<file path="src/rtl/apb_mem_slave_pkg.sv">
// apb_mem_slave_pkg
//   Shared definitions for the APB memory slave: bus widths, transfer-size
//   (strobe) encodings, FSM state constants, default address limit and a
//   helper that builds the read-data mask for a transfer size.
package apb_mem_slave_pkg;

  localparam int unsigned ADDR_WIDTH  = 32;
  localparam int unsigned DATA_WIDTH  = 32;
  localparam int unsigned MEM_DEPTH   = 4;   // byte lanes per memory word
  localparam int unsigned STRB_SIZE   = 2;
  localparam int unsigned SHIFT_WIDTH = $clog2(DATA_WIDTH);
  localparam int unsigned CNT_WIDTH   = $clog2(16);

  localparam int unsigned DEFAULT_ADDR_LIMIT = 1024;

  localparam logic [STRB_SIZE-1:0] STRB_BYTE = 2'd0;
  localparam logic [STRB_SIZE-1:0] STRB_HALF = 2'd1;
  localparam logic [STRB_SIZE-1:0] STRB_WORD = 2'd2;
  localparam logic [STRB_SIZE-1:0] STRB_RSVD = 2'd3;

  localparam logic [2:0] ST_IDLE  = 3'd0;
  localparam logic [2:0] ST_WR    = 3'd1;
  localparam logic [2:0] ST_RD    = 3'd2;
  localparam logic [2:0] ST_RWAIT = 3'd3;
  localparam logic [2:0] ST_RESP  = 3'd4;

  function automatic logic [DATA_WIDTH-1:0] size_mask(input logic [STRB_SIZE-1:0] strb);
    logic [DATA_WIDTH-1:0] m;
    case (strb)
      STRB_BYTE: m = 32'h0000_00FF;
      STRB_HALF: m = 32'h0000_FFFF;
      default:   m = '1;
    endcase
    return m;
  endfunction

endpackage

</file>
<file path="src/rtl/apb_mem_slave_decode.sv">
// apb_slv_decode
//   Combinational transfer decode.
//   strobe     : transfer size (byte / half / word / reserved)
//   addr       : byte address of the transfer
//   mem_be     : byte-lane enables for the addressed word
//   lane_shift : bit shift aligning LSB-justified data to its lane (8*addr[1:0])
//   error      : reserved size, misaligned half/word, or address out of range
module apb_slv_decode
  import apb_mem_slave_pkg::*;
#(
  parameter int unsigned ADDR_LIMIT = DEFAULT_ADDR_LIMIT
) (
  input  logic [STRB_SIZE-1:0]   strobe,
  input  logic [ADDR_WIDTH-1:0]  addr,
  output logic [MEM_DEPTH-1:0]   mem_be,
  output logic [SHIFT_WIDTH-1:0] lane_shift,
  output logic                   error
);

  always_comb begin
    mem_be     = '0;
    error      = 1'b0;
    lane_shift = {addr[1:0], 3'b000};
    case (strobe)
      STRB_BYTE: mem_be = 4'b0001 << addr[1:0];
      STRB_HALF: begin
        mem_be = 4'b0011 << addr[1:0];
        error  = addr[0];
      end
      STRB_WORD: begin
        mem_be = 4'b1111;
        error  = (addr[1:0] != 2'b00);
      end
      default:   error = 1'b1;
    endcase
    if (addr >= ADDR_WIDTH'(ADDR_LIMIT)) error = 1'b1;
  end

endmodule

</file>
<file path="src/rtl/apb_mem_slave.sv">
// apb_mem_slave
//   APB slave bridging single transfers onto a simple synchronous memory.
//   clk, rst_n          : clock, asynchronous active-low reset
//   sel, enable, write  : APB control (setup = sel & !enable)
//   strobe, addr, wdata : transfer size, byte address, LSB-justified data
//   ready, slverr       : one-cycle completion strobe and error flag
//   rdata               : LSB-justified read data, held between transfers
//   mem_wr, mem_rd      : one-cycle memory strobes
//   mem_be, mem_address : byte lanes and word-aligned address
//   mem_data_in         : lane-aligned write data
//   mem_data_out        : memory read word, RD_LAT cycles after mem_rd
module apb_mem_slave
  import apb_mem_slave_pkg::*;
#(
  parameter int unsigned RD_LAT     = 1,
  parameter int unsigned ADDR_LIMIT = DEFAULT_ADDR_LIMIT
) (
  input  logic                  clk,
  input  logic                  rst_n,
  input  logic                  sel,
  input  logic                  enable,
  input  logic                  write,
  input  logic [STRB_SIZE-1:0]  strobe,
  input  logic [ADDR_WIDTH-1:0] addr,
  input  logic [DATA_WIDTH-1:0] wdata,
  output logic                  ready,
  output logic                  slverr,
  output logic [DATA_WIDTH-1:0] rdata,
  output logic                  mem_wr,
  output logic                  mem_rd,
  output logic [MEM_DEPTH-1:0]  mem_be,
  output logic [ADDR_WIDTH-1:0] mem_address,
  output logic [DATA_WIDTH-1:0] mem_data_in,
  input  logic [DATA_WIDTH-1:0] mem_data_out
);

  logic [2:0]              state;
  logic [CNT_WIDTH-1:0]    cnt;
  logic [ADDR_WIDTH-3:0]   word_addr_q;
  logic [MEM_DEPTH-1:0]    be_q;
  logic [DATA_WIDTH-1:0]   data_q;
  logic [SHIFT_WIDTH-1:0]  shift_q;
  logic [STRB_SIZE-1:0]    size_q;
  logic                    err_q;
  logic [DATA_WIDTH-1:0]   rdata_q;

  logic [MEM_DEPTH-1:0]    dec_be;
  logic [SHIFT_WIDTH-1:0]  dec_shift;
  logic                    dec_err;
  logic                    setup;
  logic                    mem_access;
  logic [DATA_WIDTH-1:0]   rd_extract;

  apb_slv_decode #(
    .ADDR_LIMIT (ADDR_LIMIT)
  ) u_decode (
    .strobe     (strobe),
    .addr       (addr),
    .mem_be     (dec_be),
    .lane_shift (dec_shift),
    .error      (dec_err)
  );

  assign setup      = sel && !enable;
  assign rd_extract = (mem_data_out >> shift_q) & size_mask(size_q);

  // cnt tracks cycles elapsed since the mem_rd cycle; the memory word is
  // sampled once it reaches RD_LAT-1 (RD itself when RD_LAT is 1).
  always_ff @(posedge clk or negedge rst_n) begin
    if (!rst_n) begin
      state       <= ST_IDLE;
      cnt         <= '0;
      word_addr_q <= '0;
      be_q        <= '0;
      data_q      <= '0;
      shift_q     <= '0;
      size_q      <= '0;
      err_q       <= 1'b0;
      rdata_q     <= '0;
    end else begin
      case (state)
        ST_IDLE: begin
          if (setup) begin
            word_addr_q <= addr[ADDR_WIDTH-1:2];
            be_q        <= dec_be;
            data_q      <= wdata << dec_shift;
            shift_q     <= dec_shift;
            size_q      <= strobe;
            err_q       <= dec_err;
            if (dec_err) begin
              rdata_q <= '0;
              state   <= ST_RESP;
            end else if (write) begin
              state <= ST_WR;
            end else begin
              cnt   <= '0;
              state <= ST_RD;
            end
          end
        end
        ST_WR: state <= sel ? ST_RESP : ST_IDLE;
        ST_RD: begin
          if (!sel) begin
            state <= ST_IDLE;
          end else if (RD_LAT <= 1) begin
            rdata_q <= rd_extract;
            state   <= ST_RESP;
          end else begin
            cnt   <= CNT_WIDTH'(1);
            state <= ST_RWAIT;
          end
        end
        ST_RWAIT: begin
          if (!sel) begin
            state <= ST_IDLE;
          end else if (cnt == CNT_WIDTH'(RD_LAT - 1)) begin
            rdata_q <= rd_extract;
            state   <= ST_RESP;
          end else begin
            cnt <= cnt + CNT_WIDTH'(1);
          end
        end
        ST_RESP: state <= ST_IDLE;
        default: state <= ST_IDLE;
      endcase
    end
  end

  assign mem_access  = (state == ST_WR) || (state == ST_RD);
  assign ready       = (state == ST_RESP);
  assign slverr      = ready && err_q;
  assign rdata       = rdata_q;
  assign mem_wr      = (state == ST_WR);
  assign mem_rd      = (state == ST_RD);
  assign mem_be      = mem_access ? be_q : '0;
  assign mem_address = mem_access ? {word_addr_q, 2'b00} : '0;
  assign mem_data_in = mem_access ? data_q : '0;

endmodule

</file>
<file path="config.mk">
export PLATFORM = sky130hd
export DESIGN_NAME = apb_mem_slave
export DESIGN_NICKNAME = d
export VERILOG_FILES = /design/src/rtl/apb_mem_slave_pkg.sv /design/src/rtl/apb_mem_slave_decode.sv /design/src/rtl/apb_mem_slave.sv
export SDC_FILE = /design/constraint.sdc
export NUM_CORES = 1
export LEC_CHECK = 0
export ABC_CLOCK_PERIOD_IN_PS = 5600
export CAP_MARGIN = 5
export CORE_MARGIN = 4
export CORE_UTILIZATION = 30
export CTS_CLUSTER_SIZE = 30
export DETAILED_ROUTE_END_ITERATION = 8
export PLACE_DENSITY_LB_ADDON = 0.12
export SLEW_MARGIN = 20
export SYNTH_ARGS = -nofsm -noshare
export SYNTH_HDL_FRONTEND = slang
export SYNTH_SLANG_ARGS = --single-unit
</file>
<file path="constraint.sdc">
create_clock -name clk -period 5.6 [get_ports clk]
set_input_delay 0.84 -clock clk [delete_from_list [all_inputs] [get_ports clk]]
set_output_delay 0.84 -clock clk [all_outputs]
set_load 0.005 [all_outputs]
</file>
==> results of run 1 <==
## flip-flops by register name, indices dropped and copies added (netlist names)
name and flops:
state 3, word_addr_q 30, data_q 32, size_q 2
cnt 4, rdata 32, shift_q 2, be_q 4
err_q 1
## through the flow
stage          hold WS, ps  util [%]  setup slack, ps  cells
2_1_floorplan          430         -             3380    629
3_3_place_gp           449      42.4             2320   1051
3_5_place_dp           456      42.4             2300   1051
4_1_cts                474      44.1             1960   1067
5_1_grt                494      44.2             2210   1068
6_report               470      44.2             2410   1068
## synthesized netlist by cell type, types with 14 or more instances
library cell / number
nand2_1: 151
dfrtp_1: 110
and2_1: 68
o21ai_0: 33
mux2i_1: 32
clkbuf_1: 23
a21oi_1: 17
mux2_2: 17
a22o_1: 15
buf_2: 14
nor2_1: 14
## cell families after synthesis
family | after synthesis | share of synthesized area [%]
AOI/OAI and AO/OA | 113 | 13.7
other | 1 | 0.0641
muxes | 49 | 8.75
and+or+nand+nor | 298 | 25.4
xor gates and xnor gates | 1 | 0.150
buffers and inverters | 54 | 4.47
adders and majority gates | 2 | 0.428
DFF | 110 | 47.1
## power by group through the flow
stage,Clock (mW),Sequential [mW],Combinational (mW)
global route,0.766,0.931,0.354
CTS,0.731,0.922,0.321
global placement,0,0.935,0.315
detailed placement,0,0.937,0.320
finish,0.707,0.920,0.316
floorplan,0,0.910,0.189
## cell type report
type | count | area share (%)
Clock inverter | 3 | 0.567
Timing Repair Buffer | 212 | 25.1
Multi-Input combinational cell | 465 | 34.0
Tap cell | 260 | 3.88
Inverter | 5 | 0.224
Clock buffer | 13 | 3.34
Sequential cell | 110 | 32.8
## worst max-delay path by stage
stage | end | cells after the start | slack, ps | from
global placement | rdata[14] | 7 | 2320 | addr[1]
global route | mem_data_in[26] | 5 | 2210 | state[0]
floorplan | rdata[0] | 5 | 3380 | addr[21]
finish | mem_data_in[26] | 5 | 2410 | state[0]
detailed placement | rdata[26] | 7 | 2300 | addr[1]
CTS | mem_data_in[26] | 4 | 1960 | state[0]
## critical path, stage by stage (launching register included)
cell and delay (ps):
dfrtp_1 490, xnor2_1 200, nor2_4 340, buf_12 240
and2_1 180, clkdlybuf4s50_1 510
## layer usage
metal | vias up | global-route usage, % | wire, um
li1 | 2489 | - | -
met1 | 2453 | 22.6 | 8420
met2 | 153 | 26.7 | 8630
met3 | 21 | 3.28 | 951
met4 | 0 | 5.41 | 319
met5 | - | 0 | 0
==> reports/metrics.yaml, run 1 <==
final_cell_mix: "clkdlybuf4s50_1, nand2_1, dfrtp_1"
cp_max_fo: 46
multiInputGateArea_sq_um: 2850
final_area_sq_um: 8380
final_layout_size_suffix_gt1_share_pct: 6.93
path_clk_slew_ps: 80
min-delay-start: "word_addr_q[6]"
reg2reg_depth: 6
intPower_mw: 1.42
yosysTopAreaCellShare_pct: 47.1
drt_iter0_markers: 214
post-route-min-period_ps: 3190
clockBufferDepth: 2
syn_inst: 628
reg2reg_slack_ps: 3110
h-tree-depth: 3
grt_antenna_before_repair: 0
clock_latency_ps: 350
path_class: "reg2out"
sw_frac_of_total_pct: 26.7
vias: 5116
io_pins: 207
grt_max_degree: 71
power.total_mw: 1.94
timing_worst_slew_pin_value_ps: 988
routed_wl_um: 18300
fillerInstances: 1850
arrival_ps: 2350
fin_tns_setup_ps: 0
firstDrtPassIters: 4
p_leak_nw: 3.66
die_y_um: 148
maxSlewViolCount: 0
wl_per_cell_um: 17.2
syn_area_per_cell_sq_um: 9.31
synth.distinct_cells: 52
synthTopCellsByArea: "dfrtp_1, nand2_1, and2_1"
first_global_vias: 5140
reg2reg_to: "rdata[26]"
cts.sinks: 110
core.rowCount: 50
worstPathRequired_ps: 4760
reg2reg_from: "cnt[0]"
clkPwrFrac_pct: 36.4
port-buffer-count: 204
rsz0062_at_grt: "false"
ctsHoldBuffers: 0
fin_crit_sh_pct: 56.9
final-seq-area_sq_um: 2750
hp-class: "reg2reg"
cts_tree: "done"
grt-ovfl-total: 0
hpwl_um: 13500
vias_per_cell: 4.79
ys_ff_latch: 110
ys.warnings.count: 0
syn2layout_area_growth_pct: 43.4
startpoint_type: "flip-flop"
combPwrFrac_pct: 16.3
setup_viol: 0
hold_violations: 0
nNetsFinal: 908
whs_path_depth: 2
postCtsResizedCells: 0
core_area_sq_um: 19000
p_per_area_nw_per_um2: 232
placement.cell_area_sq_um: 8040
cap_violations: 0
fmax_mhz: 314
synthesis.area_sq_um: 5850
ir_worst_vdd_mv: 0.132
ys_async_sr_fraction_pct: 100
chipWidth_um: 148
diodes: 0
seq_power_share_pct: 47.3
seq_area_frac_synth_pct: 47.1
synth_edf_count: 0
grt_usage_pct: 16.6
p_switching_mw: 0.518
final_antenna_net_count: 0
synth_top_area_cell: "dfrtp_1"
dieArea_sq_um: 21800
cts_buffers: 9
status: "finished clean"
gp_congestion: 0.780
synthFlopType: "dfrtp_1"
slew_headroom_pct: 34.1
grt_pass1_wl_um: 28900
layout_commonest_cell: "clkdlybuf4s50_1"
clock_skew_ps: 12.5
cts-root-buf: "clkbuf_16"
end_kind: "primary output"
initial_core_util_pct: 30.9
drc: 0
postCtsSetupBuffers: 0
worstHoldEndpoint: "word_addr_q[6]"
No activity file was read; power rests on OpenSTA's default activity.
==> run 2: changes to the inputs <==
--- a/config.mk
+++ b/config.mk
@@ -5,7 +5,7 @@
 export SDC_FILE = /design/constraint.sdc
 export NUM_CORES = 1
 export LEC_CHECK = 0
-export ABC_CLOCK_PERIOD_IN_PS = 5600
+export ABC_CLOCK_PERIOD_IN_PS = 3300
 export CAP_MARGIN = 5
 export CORE_MARGIN = 4
 export CORE_UTILIZATION = 30
==> constraint.sdc (replaced) <==
create_clock -name clk -period 3.3 [get_ports clk]
set_input_delay 0.495 -clock clk [delete_from_list [all_inputs] [get_ports clk]]
set_output_delay 0.495 -clock clk [all_outputs]
set_load 0.005 [all_outputs]
==> run 2 against run 1 <==
Utilization about the same. Cell count up 0.56%. Largest cell class unchanged. Critical endpoint unchanged. Global-route usage up 0.43 points.
==> reports/metrics.yaml, run 2 (synthesized netlist as in run 1, its figures left out) <==
final_cell_mix: "clkdlybuf4s50_1, nand2_1, dfrtp_1"
reg2reg_slack_ps: 820
end_kind: "primary output"
ir_worst_vdd_mv: 0.264
wl_per_cell_um: 17.2
cts.sinks: 110
maxSlewViolCount: 0
port-buffer-count: 204
fin_tns_setup_ps: 0
clockBufferDepth: 2
vias_per_cell: 4.78
cp_max_fo: 66
clock_latency_ps: 360
grt_usage_pct: 17.0
cts_tree: "done"
routed_wl_um: 18500
grt_pass1_wl_um: 29700
initial_core_util_pct: 30.9
reg2reg_to: "rdata[28]"
startpoint_type: "flip-flop"
postCtsResizedCells: 0
grt-ovfl-total: 0
hp-class: "in2async"
rsz0062_at_grt: "false"
fmax_mhz: 340
grt_max_degree: 67
layout_commonest_cell: "clkdlybuf4s50_1"
chipWidth_um: 148
worstPathRequired_ps: 2800
core_area_sq_um: 19000
cts_buffers: 9
clock_skew_ps: 9.27
setup_viol: 0
slew_headroom_pct: 44.9
gp_congestion: 0.769
hold_violations: 0
p_leak_nw: 3.66
grt_antenna_before_repair: 0
syn2layout_area_growth_pct: 43.4
postCtsSetupBuffers: 0
worst_hold_slack_ps: 200
io_pins: 207
final_layout_size_suffix_gt1_share_pct: 7.49
drc: 0
endpoint: "mem_data_in[26]"
core.rowCount: 50
path_class: "reg2out"
arrival_ps: 2440
reg2reg_from: "cnt[0]"
p_per_area_nw_per_um2: 378
firstDrtPassIters: 4
fin_crit_sh_pct: 89.0
path_clk_slew_ps: 80
dieArea_sq_um: 21800
h-tree-depth: 3
diodes: 0
die_y_um: 148
reg2reg_depth: 6
cts-root-buf: "clkbuf_16"
post-route-min-period_ps: 2940
drt_iter0_markers: 191
hpwl_um: 13500
ctsHoldBuffers: 0
timing_worst_slew_pin_value_ps: 827
critPathLaunch: "state[0]"
nNetsFinal: 914
first_global_vias: 5275
final_antenna_net_count: 0
cap_violations: 0
status: "finished clean"
vias: 5138
run 2: cell types whose count changed in the layout (fill, tap and decap cells not counted), moves of 2 or more:
cell	delta
inv_6	-2
buf_4	+6
clkinvlp_4	+2
inv_8	+2
clkbuf_8	-4
clkinv_4	+2
run 2: worst max-delay path: stages (launching register included):
cell	delay, ps
dfrtp_1	500
xnor2_1	210
nor2_4	90
buf_4	480
and2_1	250
clkdlybuf4s50_1	520
run 2: worst min path at each step:
| stage | startpoint | end | slack, ps | cells past startpoint |
|---|---|---|---|---|
| floorplan | rst_n | be_q[0] | 200 | 0 |
| global placement | data_q[0] | data_q[0] | 450 | 2 |
| detailed placement | word_addr_q[23] | word_addr_q[23] | 460 | 2 |
| CTS | rst_n | word_addr_q[6] | 230 | 1 |
| global route | rst_n | word_addr_q[1] | 250 | 1 |
| finish | rst_n | word_addr_q[6] | 200 | 1 |
run 2: per-layer routing:
layer / global-route usage, % / part of all wire [%]
met1: 22.7 / 46
met2: 28.2 / 47
met3: 4.17 / 5.3
met4: 3.91 / 1.3
met5: 0 / 0
run 2: cell type report:
| type | instances | area (sq um) |
|---|---|---|
| clock buffer | 10 | 229 |
| tap | 260 | 325 |
| sequential | 110 | 2750 |
| fill | 1841 | 10600 |
| multi-input combinational | 465 | 2850 |
| inverter | 5 | 18.8 |
| timing repair buffer | 218 | 2150 |
| clock inverter | 6 | 55.1 |
run 2: report_power, final:
group,leakage (nW),internal (mW),switching [mW],total [mW]
logic,2.12,0.269,0.293,0.562
clock network,0.133,0.527,0.542,1.07
registers,1.41,1.48,0.0615,1.54
run 2: stage by stage:
stage	area [sq um]	utilization (%)	power (mW)	cells	worst slack [ps]
floorplan	5850	-	1.86	629	1260
global placement	8100	42.7	2.12	1058	474
detailed placement	8100	42.7	2.13	1058	389
CTS	8390	44.2	3.23	1074	314
global route	8390	44.2	3.36	1074	163
finish	8390	44.2	3.17	1074	362
==> run 3: changes to the inputs <==
--- a/config.mk
+++ b/config.mk
@@ -7,10 +7,10 @@
 export LEC_CHECK = 0
 export ABC_CLOCK_PERIOD_IN_PS = 3300
 export CAP_MARGIN = 5
-export CORE_MARGIN = 4
 export CORE_UTILIZATION = 30
 export CTS_CLUSTER_SIZE = 30
 export DETAILED_ROUTE_END_ITERATION = 8
+export GPL_TIMING_DRIVEN = 0
 export PLACE_DENSITY_LB_ADDON = 0.12
 export SLEW_MARGIN = 20
 export SYNTH_ARGS = -nofsm -noshare
==> run 3 against run 2 <==
Die area fell by 8.0%. First-iteration DRC count up 24%. Register-to-register slack improved by 170 ps. Power is 0.60% higher. Cell count up 3.1%.
==> reports/metrics.yaml, run 3 (synthesized netlist as in run 1, its figures left out) <==
status: "finished clean"
final_antenna_net_count: 0
rsz0062_at_grt: "false"
firstDrtPassIters: 5
cp_max_fo: 10
hpwl_um: 14700
final_cell_mix: "clkdlybuf4s50_1, nand2_1, dfrtp_1"
syn2layout_area_growth_pct: 45.7
grt_antenna_before_repair: 0
clock_latency_ps: 360
vias: 5321
power.total_mw: 3.19
combPwrFrac_pct: 18.7
routed_wl_um: 19200
clkPwrFrac_pct: 32.9
dieArea_sq_um: 20100
grt_usage_pct: 19.4
port-buffer-count: 204
hp-class: "in2async"
vias_per_cell: 4.81
h-tree-depth: 3
fmax_mhz: 321
hold_violations: 0
initial_core_util_pct: 31.0
cp_slowest_cell: "clkdlybuf4s50_1"
die_y_um: 142
grt_pass1_wl_um: 29800
drt_iter0_markers: 237
grt_max_degree: 72
core.rowCount: 50
wl_per_cell_um: 17.3
layout_commonest_cell: "clkdlybuf4s50_1"
startpoint_type: "flip-flop"
timing_worst_slew_pin_value_ps: 657
first_global_vias: 5454
io_pins: 207
post-route-min-period_ps: 3120
intPower_mw: 2.30
drc: 0
crit_top_cell: "buf_2"
final_area_sq_um: 8520
grt-ovfl-total: 0
placement.cell_area_sq_um: 8250
clockBufferDepth: 2
ir_worst_vdd_mv: 0.239
worstPathRequired_ps: 2800
final_layout_size_suffix_gt1_share_pct: 7.79
path_cells: "buf_2 > xnor2_1 > nor2_1 > buf_2 > clkbuf_1 > and2_1 > clkdlybuf4s50_1"
p_leak_nw: 3.75
sw_frac_of_total_pct: 27.8
chipWidth_um: 142
multiInputGateArea_sq_um: 2840
cts_buffers: 9
seq_power_share_pct: 48.4
maxSlewViolCount: 0
cp_top_family: "buffers and inverters"
fillerInstances: 1869
ctsHoldBuffers: 0
p_switching_mw: 0.886
postCtsResizedCells: 1
nNetsFinal: 950
p_per_area_nw_per_um2: 374
cts_tree: "done"
cap_violations: 0
slowest_delay_ps: 520
end_kind: "primary output"
cts.sinks: 110
slew_headroom_pct: 56.2
setup_viol: 0
clock_skew_ps: 10.4
path_clk_slew_ps: 80
diodes: 0
core_area_sq_um: 18900
path_class: "reg2out"
arrival_ps: 2620
postCtsSetupBuffers: 0
critPathBufInv: 4
fin_crit_sh_pct: 94.5
cts-root-buf: "clkbuf_16"
final-seq-area_sq_um: 2750
gp_congestion: 0.846
## run 3: cell count changes in the layout (fill, tap and decap cells not counted), sizes merged
cell	before	now
clkbuf	10	34
clkinvlp	2	0
clkdlybuf4s50	202	203
clkinv	2	0
buf	16	28
## run 3: power groups by stage
| stage | logic, mW | clock network, mW | registers [mW] |
|---|---|---|---|
| 3_5_place_dp | 0.600 | 0 | 1.57 |
| 5_1_grt | 0.663 | 1.12 | 1.56 |
| 6_report | 0.597 | 1.05 | 1.54 |
| 3_3_place_gp | 0.588 | 0 | 1.56 |
| 2_1_floorplan | 0.321 | 0 | 1.54 |
| 4_1_cts | 0.603 | 1.08 | 1.54 |
## run 3: stage by stage
stage / setup WS [ps] / instances / TNS, ps / util, % / hold slack, ps
6_report: 182 / 1107 / 0 / 45.1 / 43.9
5_1_grt: 7.31 / 1107 / 0 / 45.1 / 68.8
4_1_cts: 78.6 / 1107 / 0 / 45.1 / 49.8
3_5_place_dp: 321 / 1094 / 0 / 43.7 / 435
3_3_place_gp: -2730 / 1093 / -298720 / 43.5 / 449
2_1_floorplan: 1260 / 629 / 0 / - / 199
## run 3: layout make-up
cell class              count  share of cell area, %
clock buffers              11                   2.97
repair buffers            205                   24.3
clock inverters             2                  0.206
multi-input cells         465                   33.3
well taps                 260                   3.82
inverters                   5                  0.220
flip-flops and latches    110                   32.3
plain buffers              49                   2.88
## run 3: metal layers
metal  vias to the layer above  global-route usage [%]  part of all wire (%)
li1                       2579                       -                     -
met1                      2552                    25.9                    46
met2                       172                    31.8                    47
met3                        18                    4.05                   5.6
met4                         0                    5.43                   1.3
met5                         -                       0                     0
## run 3: path summary, 6_finish.rpt
check | startpoint | endpoint | slack (ps) | depth (start not counted)
setup / recovery | state[0] | mem_address[25] | 180 | 7
hold / removal | rst_n | word_addr_q[5] | 40 | 1
setup reg to reg | cnt[0] | rdata[28] | 990 | 7
hold reg to reg | data_q[3] | data_q[3] | 470 | 2
max in group asynchronous | rst_n | rdata[22] | 2560 | 2
min in group clk | data_q[3] | data_q[3] | 470 | 2
